File: src/rtl/midi_tx.sv
// MIDI transmitter: accepts one channel-voice message per valid/ready handshake and
// serializes it 8N1, LSB first, onto the MIDI OUT line. Running status is optional.
//
// Ports:
//   i_clk, i_nrst      clock, asynchronous active-low reset
//   i_valid / o_ready  message handshake (ready only in idle with no error pending)
//   i_status           status byte, 0x80-0xEF accepted
//   i_data1, i_data2   data bytes, bit 7 masked on transmit; i_data2 unused for 0xC/0xD
//   o_serial           MIDI line, idle high
//   o_busy             high from first start bit through final stop bit
//   o_msg_done         pulse in the last cycle of the final stop bit
//   o_err              pulse the cycle after a rejected message is accepted
module midi_tx #(
  parameter int unsigned CLKS_PER_BIT   = 1600,
  parameter int unsigned RUNNING_STATUS = 1
) (
  input  logic       i_clk,
  input  logic       i_nrst,
  input  logic       i_valid,
  output logic       o_ready,
  input  logic [7:0] i_status,
  input  logic [7:0] i_data1,
  input  logic [7:0] i_data2,
  output logic       o_serial,
  output logic       o_busy,
  output logic       o_msg_done,
  output logic       o_err
);

  localparam int unsigned CntW = $clog2(CLKS_PER_BIT);
  localparam logic [CntW-1:0] Reload = CntW'(CLKS_PER_BIT - 1);

  typedef enum logic [1:0] {StIdle, StStart, StData, StStop} state_e;

  state_e            state_q, state_d;
  logic [CntW-1:0]   cnt_q, cnt_d;
  logic [2:0]        bit_q, bit_d;
  logic [1:0]        byte_q, byte_d;
  logic [1:0]        last_q, last_d;
  logic [7:0]        b0_q, b0_d, b1_q, b1_d, b2_q, b2_d;
  logic [7:0]        rs_status_q, rs_status_d;
  logic              rs_vld_q, rs_vld_d;
  logic              serial_q, serial_d;
  logic              done_q, done_d;
  logic              err_q, err_d;

  logic       accept, msg_bad, two_byte, skip_status;
  logic [2:0] bit_nx;
  logic [7:0] cur_byte;

  assign accept      = i_valid && o_ready;
  assign msg_bad     = !i_status[7] || (i_status[7:4] == 4'hF);
  assign two_byte    = (i_status[7:4] == 4'hC) || (i_status[7:4] == 4'hD);
  assign skip_status = (RUNNING_STATUS != 0) && rs_vld_q && (rs_status_q == i_status);
  assign bit_nx      = bit_q + 3'd1;

  // Byte slots are status/data1/data2; byte_q walks from the first byte actually sent.
  always_comb begin
    case (byte_q)
      2'd0:    cur_byte = b0_q;
      2'd1:    cur_byte = b1_q;
      default: cur_byte = b2_q;
    endcase
  end

  always_comb begin
    state_d     = state_q;
    cnt_d       = cnt_q;
    bit_d       = bit_q;
    byte_d      = byte_q;
    last_d      = last_q;
    b0_d        = b0_q;
    b1_d        = b1_q;
    b2_d        = b2_q;
    rs_status_d = rs_status_q;
    rs_vld_d    = rs_vld_q;
    serial_d    = serial_q;
    done_d      = 1'b0;
    err_d       = 1'b0;
    case (state_q)
      StIdle: begin
        serial_d = 1'b1;
        if (accept) begin
          if (msg_bad) begin
            err_d = 1'b1;
          end else begin
            b0_d   = i_status;
            b1_d   = i_data1 & 8'h7F;
            b2_d   = i_data2 & 8'h7F;
            byte_d = skip_status ? 2'd1 : 2'd0;
            last_d = two_byte ? 2'd1 : 2'd2;
            if (!skip_status) begin
              rs_status_d = i_status;
              rs_vld_d    = 1'b1;
            end
            state_d  = StStart;
            cnt_d    = Reload;
            serial_d = 1'b0;
          end
        end
      end
      StStart: begin
        if (cnt_q == '0) begin
          state_d  = StData;
          cnt_d    = Reload;
          bit_d    = 3'd0;
          serial_d = cur_byte[0];
        end else begin
          cnt_d = cnt_q - CntW'(1);
        end
      end
      StData: begin
        if (cnt_q == '0) begin
          cnt_d = Reload;
          if (bit_q == 3'd7) begin
            state_d  = StStop;
            serial_d = 1'b1;
          end else begin
            bit_d    = bit_nx;
            serial_d = cur_byte[bit_nx];
          end
        end else begin
          cnt_d = cnt_q - CntW'(1);
        end
      end
      StStop: begin
        // Registered pulse lands in the final cycle of the last stop bit.
        if ((cnt_q == CntW'(1)) && (byte_q == last_q)) done_d = 1'b1;
        if (cnt_q == '0) begin
          if (byte_q == last_q) begin
            state_d = StIdle;
          end else begin
            byte_d   = byte_q + 2'd1;
            state_d  = StStart;
            cnt_d    = Reload;
            serial_d = 1'b0;
          end
        end else begin
          cnt_d = cnt_q - CntW'(1);
        end
      end
      default: state_d = StIdle;
    endcase
  end

  always_ff @(posedge i_clk or negedge i_nrst) begin
    if (!i_nrst) begin
      state_q     <= StIdle;
      cnt_q       <= '0;
      bit_q       <= 3'd0;
      byte_q      <= 2'd0;
      last_q      <= 2'd0;
      b0_q        <= 8'h00;
      b1_q        <= 8'h00;
      b2_q        <= 8'h00;
      rs_status_q <= 8'h00;
      rs_vld_q    <= 1'b0;
      serial_q    <= 1'b1;
      done_q      <= 1'b0;
      err_q       <= 1'b0;
    end else begin
      state_q     <= state_d;
      cnt_q       <= cnt_d;
      bit_q       <= bit_d;
      byte_q      <= byte_d;
      last_q      <= last_d;
      b0_q        <= b0_d;
      b1_q        <= b1_d;
      b2_q        <= b2_d;
      rs_status_q <= rs_status_d;
      rs_vld_q    <= rs_vld_d;
      serial_q    <= serial_d;
      done_q      <= done_d;
      err_q       <= err_d;
    end
  end

  assign o_serial   = serial_q;
  assign o_busy     = (state_q != StIdle);
  assign o_ready    = (state_q == StIdle) && !err_q;
  assign o_msg_done = done_q;
  assign o_err      = err_q;

endmodule
File: config.mk
export PLATFORM = sky130hd
export DESIGN_NAME = midi_tx
export DESIGN_NICKNAME = d
export VERILOG_FILES = /design/src/rtl/midi_tx.sv
export SDC_FILE = /design/constraint.sdc
export NUM_CORES = 1
export LEC_CHECK = 0
export BUFFER_PORTS_ARGS = -buffer_cell sky130_fd_sc_hd__buf_2
export CAP_MARGIN = 15
export CORE_ASPECT_RATIO = 0.5
export CORE_UTILIZATION = 30
export DETAILED_ROUTE_END_ITERATION = 12
export GPL_ROUTABILITY_DRIVEN = 0
export RECOVER_POWER = 50
export SLEW_MARGIN = 20
export SYNTH_ARGS = -nofsm -noshare
export SYNTH_HDL_FRONTEND = slang
export SYNTH_SLANG_ARGS = --single-unit
File: constraint.sdc
create_clock -name i_clk -period 5.2 [get_ports i_clk]
set_clock_uncertainty 0.05 [all_clocks]
set_input_delay 0.26 -clock i_clk [delete_from_list [all_inputs] [get_ports i_clk]]
set_output_delay 0.26 -clock i_clk [all_outputs]
set_load 0.05 [all_outputs]
==> flow_metrics.tcl, run 1 <==
set metrics [dict create \
    layout_common_cells "nand2_1 (95), dfrtp_1 (53), buf_2 (27)" \
    period_share 0.580 \
    hpwl_microns 4140 \
    routed_wl_microns 5860 \
    finalHoldViolations 0 \
    hold_path.class "input pin to flop" \
    worstPathArrival_ns 3.15 \
    num_antenna_cells 0 \
    slew_viol_final 55 \
    rr_worst_depth 8 \
    rrSetupSlack_ns 2.19 \
    fin_cells 457 \
    worstHoldPathCells 3 \
    synthCells 311 \
    final_util 0.360 \
    max_stage_delay_ns 0.67 \
    worstMarginPinSlew_ns 2.89 \
    clock.fmax_mhz 332 \
    ctsHtreeMaxLevel 2 \
    port_buffers 29 \
    avgSynthCellArea_sq_um 8.94 \
    first_pass_iters 4 \
    area_growth_pct 14.7 \
    cts_resized 0 \
    core.rowCount 24 \
    coreArea_sq_mm 0.00886 \
    syn_area_sq_mm 0.00278 \
    synth-edff-count 0 \
    vias 2204 \
    gr-total-overflow 0 \
    worstSetupStartpointType "flop" \
    wl_per_cell_microns 12.8 \
    postCtsHoldBufs 0 \
    cts.sinks 54 \
    drv_cap 1 \
    tritoncts "yes" \
    n_fill_cell 888 \
    yosys_warnings 0 \
    crit_path_end_kind "flop" \
    worstPathMaxFanout 14 \
    dp_cells 449 \
    die_x_microns 138 \
    syn_nets 348 \
    required_ns 5.33 \
    insertion_delay_ns 0.30 \
    crit_chain "inv_1 > ha_1 > and2b_1 > nand2_1 > nor2_1 > buf_4 > o21ai_1 > mux2_1" \
    relSlewSlack -0.924 \
    violations "max-capacitance violations, max-slew violations" \
    cts_root_buf "clkbuf_16" \
    vias_per_cell 4.82 \
    ios 32 \
    grt_pass1_vias 2101 \
    ant_nets 0 \
    final_nets 376 \
    clkTransAtPathRegs_ns 0.07 \
    layout-drive-gt1-share 0.129 \
    fin_hold_ws_ns 0.0962 \
    status "finished, violations left" \
    cts_buffer_depth 2 \
    grt_pass1_wl_microns 10100 \
    tns_ns 0 \
    fp.dieH_microns 70.1 \
    layout_min_cycle_time_ns 3.02 \
    power.density_mw_per_mm2 249 \
    rsz0062_at_grt "no" \
    grt_util_all_layers 0.133 \
    start_util 0.314 \
    die_area_sq_mm 0.00968 \
    antenna_found_initial 0 \
    drt_iter0_drc 184 \
    grt_max_degree 55 \
    seq_area_frac_synth 0.486 \
    cts_buffers 5 \
    worstSetupPathType "flop to flop" \
    finalSetupViolations 0 \
    critPathSlowestCell "nor2_1" \
    drc 0 \
    p_total_uw 796 \
    cellLeakagePower_nw 1.62 \
    synthFlopType "dfrtp_1" \
    ys_seq_elements 54 \
    async_flop_share 1.00 \
    post_cts_buffers 0 \
    vdd_ir_drop_max_uv 126 \
    synth_cell_types 50 \
    layout_commonest_cell "nand2_1" \
]
[flip-flops by register name, indices dropped and copies added (netlist names)]
name,count
b0_q,8
b1_q,7
b2_q,7
bit_q,3
byte_q,2
cnt_q,11
last_q,2
o_err,1
o_msg_done,1
o_serial,1
rs_status_q,8
rs_vld_q,1
state_q,2
[critical path: cells and delay by family, from the launching register on]
kind,cells,cell delay [ns]
fa+ha+maj,1,0.49
simple gates,3,0.99
flops,1,0.44
mux,1,0.33
buf+inv,2,0.44
compound gates,1,0.15
[final cells by class]
class,count,area [sq um],share of cell area
clock inverter,2,16.3,0.00510
timing repair buffer,32,161,0.0506
tap,117,146,0.0459
inverter,14,52.6,0.0165
clock buffer,6,139,0.0435
sequential,54,1350,0.424
multi-input combinational,232,1320,0.415
[power by group]
| group | switching (mW) | internal [mW] | total, mW |
|---|---|---|---|
| registers | 0 | 0.420 | 0.420 |
| clock network | 0.159 | 0.194 | 0.353 |
| logic | 0.0143 | 0.00878 | 0.0231 |
[routing by layer]
layer	wire length, microns	track usage
met5	0	0
met4	91	0.0562
met3	182	0.0336
met2	2510	0.194
met1	3080	0.187
[worst paths after layout]
check,start,end
max in group asynchronous,i_nrst,b0_q[3]
worst max register to register,state_q[0],rs_status_q[5]
worst min-delay path,i_data1[1],b1_q[1]
worst min register to register,b0_q[7],b0_q[7]
worst max-delay path,state_q[0],rs_status_q[5]
min in group asynchronous,i_nrst,cnt_q[10]
[cell families (layout without fill, tap and decap cells)]
family	Yosys count	in the layout	synth area share
and+or+nand+nor	144	144	0.236
AOI/OAI and AO/OA	64	64	0.148
DFF	54	54	0.486
buffers and inverters	25	54	0.0382
xor gates and xnor gates	11	11	0.0346
adders and majority gates	10	10	0.0450
muxes	3	3	0.0117
[synthesized netlist by cell type, types with 2 or more instances]
library cell / instances / area share
nand3_1: 6 / 0.011
nor3_1: 4 / 0.0072
inv_1: 14 / 0.019
nand2_1: 95 / 0.13
mux2_1: 2 / 0.0081
clkbuf_1: 6 / 0.0081
a21oi_1: 16 / 0.029
nand3b_1: 2 / 0.0054
a31oi_1: 3 / 0.0067
ha_1: 10 / 0.045
nor4b_1: 2 / 0.0063
nand2b_1: 4 / 0.0090
nor4_1: 3 / 0.0067
xor2_1: 6 / 0.019
nand4_1: 3 / 0.0067
nor2_1: 15 / 0.020
o21ai_0: 10 / 0.018
a211o_1: 2 / 0.0063
xnor2_1: 5 / 0.016
a22oi_1: 4 / 0.011
buf_2: 4 / 0.0072
o22ai_1: 2 / 0.0045
a21o_1: 2 / 0.0054
o21ai_1: 8 / 0.014
a22o_1: 5 / 0.016
dfrtp_1: 53 / 0.48
o31ai_1: 2 / 0.0054
[through the flow]
step / area (sq um) / worst slack (ns)
after CTS: 3200 / 2.14
after detailed placement: 3040 / 2.15
after global routing: 3190 / 1.82
after global placement: 3040 / 2.21
after floorplan: 2780 / 2.94
final: 3190 / 2.19
No activity file was read; power rests on OpenSTA's default activity.
==> run 2: changes to the inputs <==
==> constraint.sdc (replaced) <==
create_clock -name i_clk -period 2.65 [get_ports i_clk]
set_clock_uncertainty 0.05 [all_clocks]
set_input_delay 0.1325 -clock i_clk [delete_from_list [all_inputs] [get_ports i_clk]]
set_output_delay 0.1325 -clock i_clk [all_outputs]
set_load 0.05 [all_outputs]
==> run 2 against run 1 <==
  * The run now ends clean
  * First-iteration DRC count shrank 23%
  * Core utilization grew 2.0 points
  * Count of clock-buffer cells in the layout is the same
  * Non-clock buffer count grew 19
  * Setup slack lost 1.8 ns
  * Register-to-register slack lost 1.8 ns
  * Critical path depth is the same
  * Power grew 98%
  * Critical endpoint is now cnt_q[6]
  * Largest power group unchanged
==> flow_metrics.tcl, run 2 (synthesized netlist as in run 1, its figures left out) <==
set metrics [dict create \
    vias 2292 \
    wl_per_cell_microns 12.7 \
    gr-total-overflow 0 \
    start_util 0.314 \
    die_x_microns 138 \
    hpwl_microns 4270 \
    largest_reg_flops 11 \
    layout_min_cycle_time_ns 2.24 \
    drt_iter0_drc 141 \
    post_cts_buffers 0 \
    vdd_ir_drop_max_uv 244 \
    fp.dieH_microns 70.1 \
    worstSetupPathType "flop to flop" \
    worstSetupStartpointType "flop" \
    rrSetupSlack_ns 0.41 \
    cts.sinks 54 \
    ios 32 \
    clkTransAtPathRegs_ns 0.07 \
    required_ns 2.78 \
    rr_worst_depth 8 \
    cts_resized 0 \
    ctsHtreeMaxLevel 2 \
    die_area_sq_mm 0.00968 \
    wl_met2_microns 2710 \
    ant_nets 0 \
    hold_path.class "input pin to flop" \
    power.density_mw_per_mm2 467 \
    core.rowCount 24 \
    routed_wl_microns 6050 \
    dr_wl_met3_microns 217 \
    r2r_end "cnt_q[6]" \
    n_fill_cell 913 \
    final_util 0.380 \
    registers.top_by_ff_count "cnt_q" \
    seq_power_share 0.523 \
    routed.top_layer "met4" \
    clkPwrFrac 0.438 \
    layout-drive-gt1-share 0.139 \
    vias_per_cell 4.82 \
    tns_ns 0 \
    finalSetupViolations 0 \
    grt_pass1_wl_microns 10600 \
    p_sw_frac 0.216 \
    crit_path_end_kind "flop" \
    worstPathMaxFanout 12 \
    cellLeakagePower_nw 1.70 \
    slew_viol_final 0 \
    relSlewSlack 0.111 \
    layout_commonest_cell "nand2_1" \
    final_nets 395 \
    antenna_found_initial 0 \
    rr_startpoint "cnt_q[0]" \
    cts_root_buf "clkbuf_16" \
    cts_buffer_depth 2 \
    insertion_delay_ns 0.30 \
    grt_max_degree 55 \
    rsz0062_at_grt "no" \
    cts_buffers 5 \
    worstPathArrival_ns 2.38 \
    m1WireLength_microns 3070 \
    net-switching-power_uw 340 \
    combPwrFrac 0.039 \
    worstMarginPinSlew_ns 1.33 \
    period_share 0.846 \
    crit_end "cnt_q[6]" \
    intPower_mw 1.23 \
    drv_cap 0 \
    clock.fmax_mhz 446 \
    port_buffers 29 \
    area_growth_pct 21.1 \
    status "completed" \
    top_regs "cnt_q: 11 flops, b0_q: 8 flops, rs_status_q: 8 flops" \
    layout_common_cells "nand2_1 (95), dfrtp_1 (53), buf_2 (27)" \
    grt_pass1_vias 2237 \
    crit_start "cnt_q[0]" \
    drc 0 \
    finalHoldViolations 0 \
    grt_util_all_layers 0.138 \
    num_antenna_cells 0 \
    tritoncts "yes" \
    coreArea_sq_mm 0.00886 \
    first_pass_iters 4 \
]
-- run 2: worst min-delay path by stage --
stage                       to  slack [ns]         from  depth (start not counted)
floorplan              b0_q[0]       -0.21       i_nrst                          0
global placement    o_msg_done        0.11       i_nrst                          2
detailed placement    cnt_q[2]        0.11       i_nrst                          2
CTS                      o_err       0.009  i_status[7]                          2
global route           b2_q[2]        0.03   i_data2[2]                          3
finish                 b2_q[2]        0.02   i_data2[2]                          3
-- run 2: layout make-up --
class	instances	area (sq um)	area share
Timing Repair Buffer	51	340	0.101
Sequential cell	54	1350	0.401
Multi-Input combinational cell	232	1320	0.392
Clock buffer	6	139	0.0412
Clock inverter	2	16.3	0.00483
Tap cell	117	146	0.0434
Inverter	14	52.6	0.0156
-- run 2: per-layer routing --
metal	GRT usage	vias up
met5	0	-
met3	0.0350	6
met2	0.222	37
li1	-	1155
met1	0.182	1094
met4	0.0487	0
-- run 2: power groups by stage --
stage	combinational [mW]	clock, mW	sequential, mW
detailed placement	0.0507	0	0.840
CTS	0.0663	0.716	0.823
global route	0.0703	0.739	0.823
floorplan	0.00673	0	0.840
finish	0.0617	0.689	0.824
global placement	0.0503	0	0.840
-- run 2: per-stage QoR --
step	hold WS (ns)	power (mW)	setup WS [ns]	instance area, sq um	instances
after detailed placement	0.106	0.890	0.436	3090	454
final	0.0180	1.57	0.409	3370	476
after global placement	0.105	0.890	0.453	3090	454
after floorplan	-0.213	0.847	0.388	2780	311
after global routing	0.0251	1.63	0.267	3370	476
after CTS	0.00919	1.61	0.421	3390	476
-- run 2: repair_timing --
action,CTS,global route
hold endpoints to repair,66,0
hold buffers,14,0
setup endpoints to repair,0,0
-- run 2: worst max-delay path: stages (launching register included) --
cell and delay, ns:
dfrtp_1 0.41, inv_1 0.10, ha_1 0.22, nor3b_2 0.17, and3_4 0.21, and3_1 0.20
a21oi_2 0.42, nand2_1 0.11, a22o_1 0.25
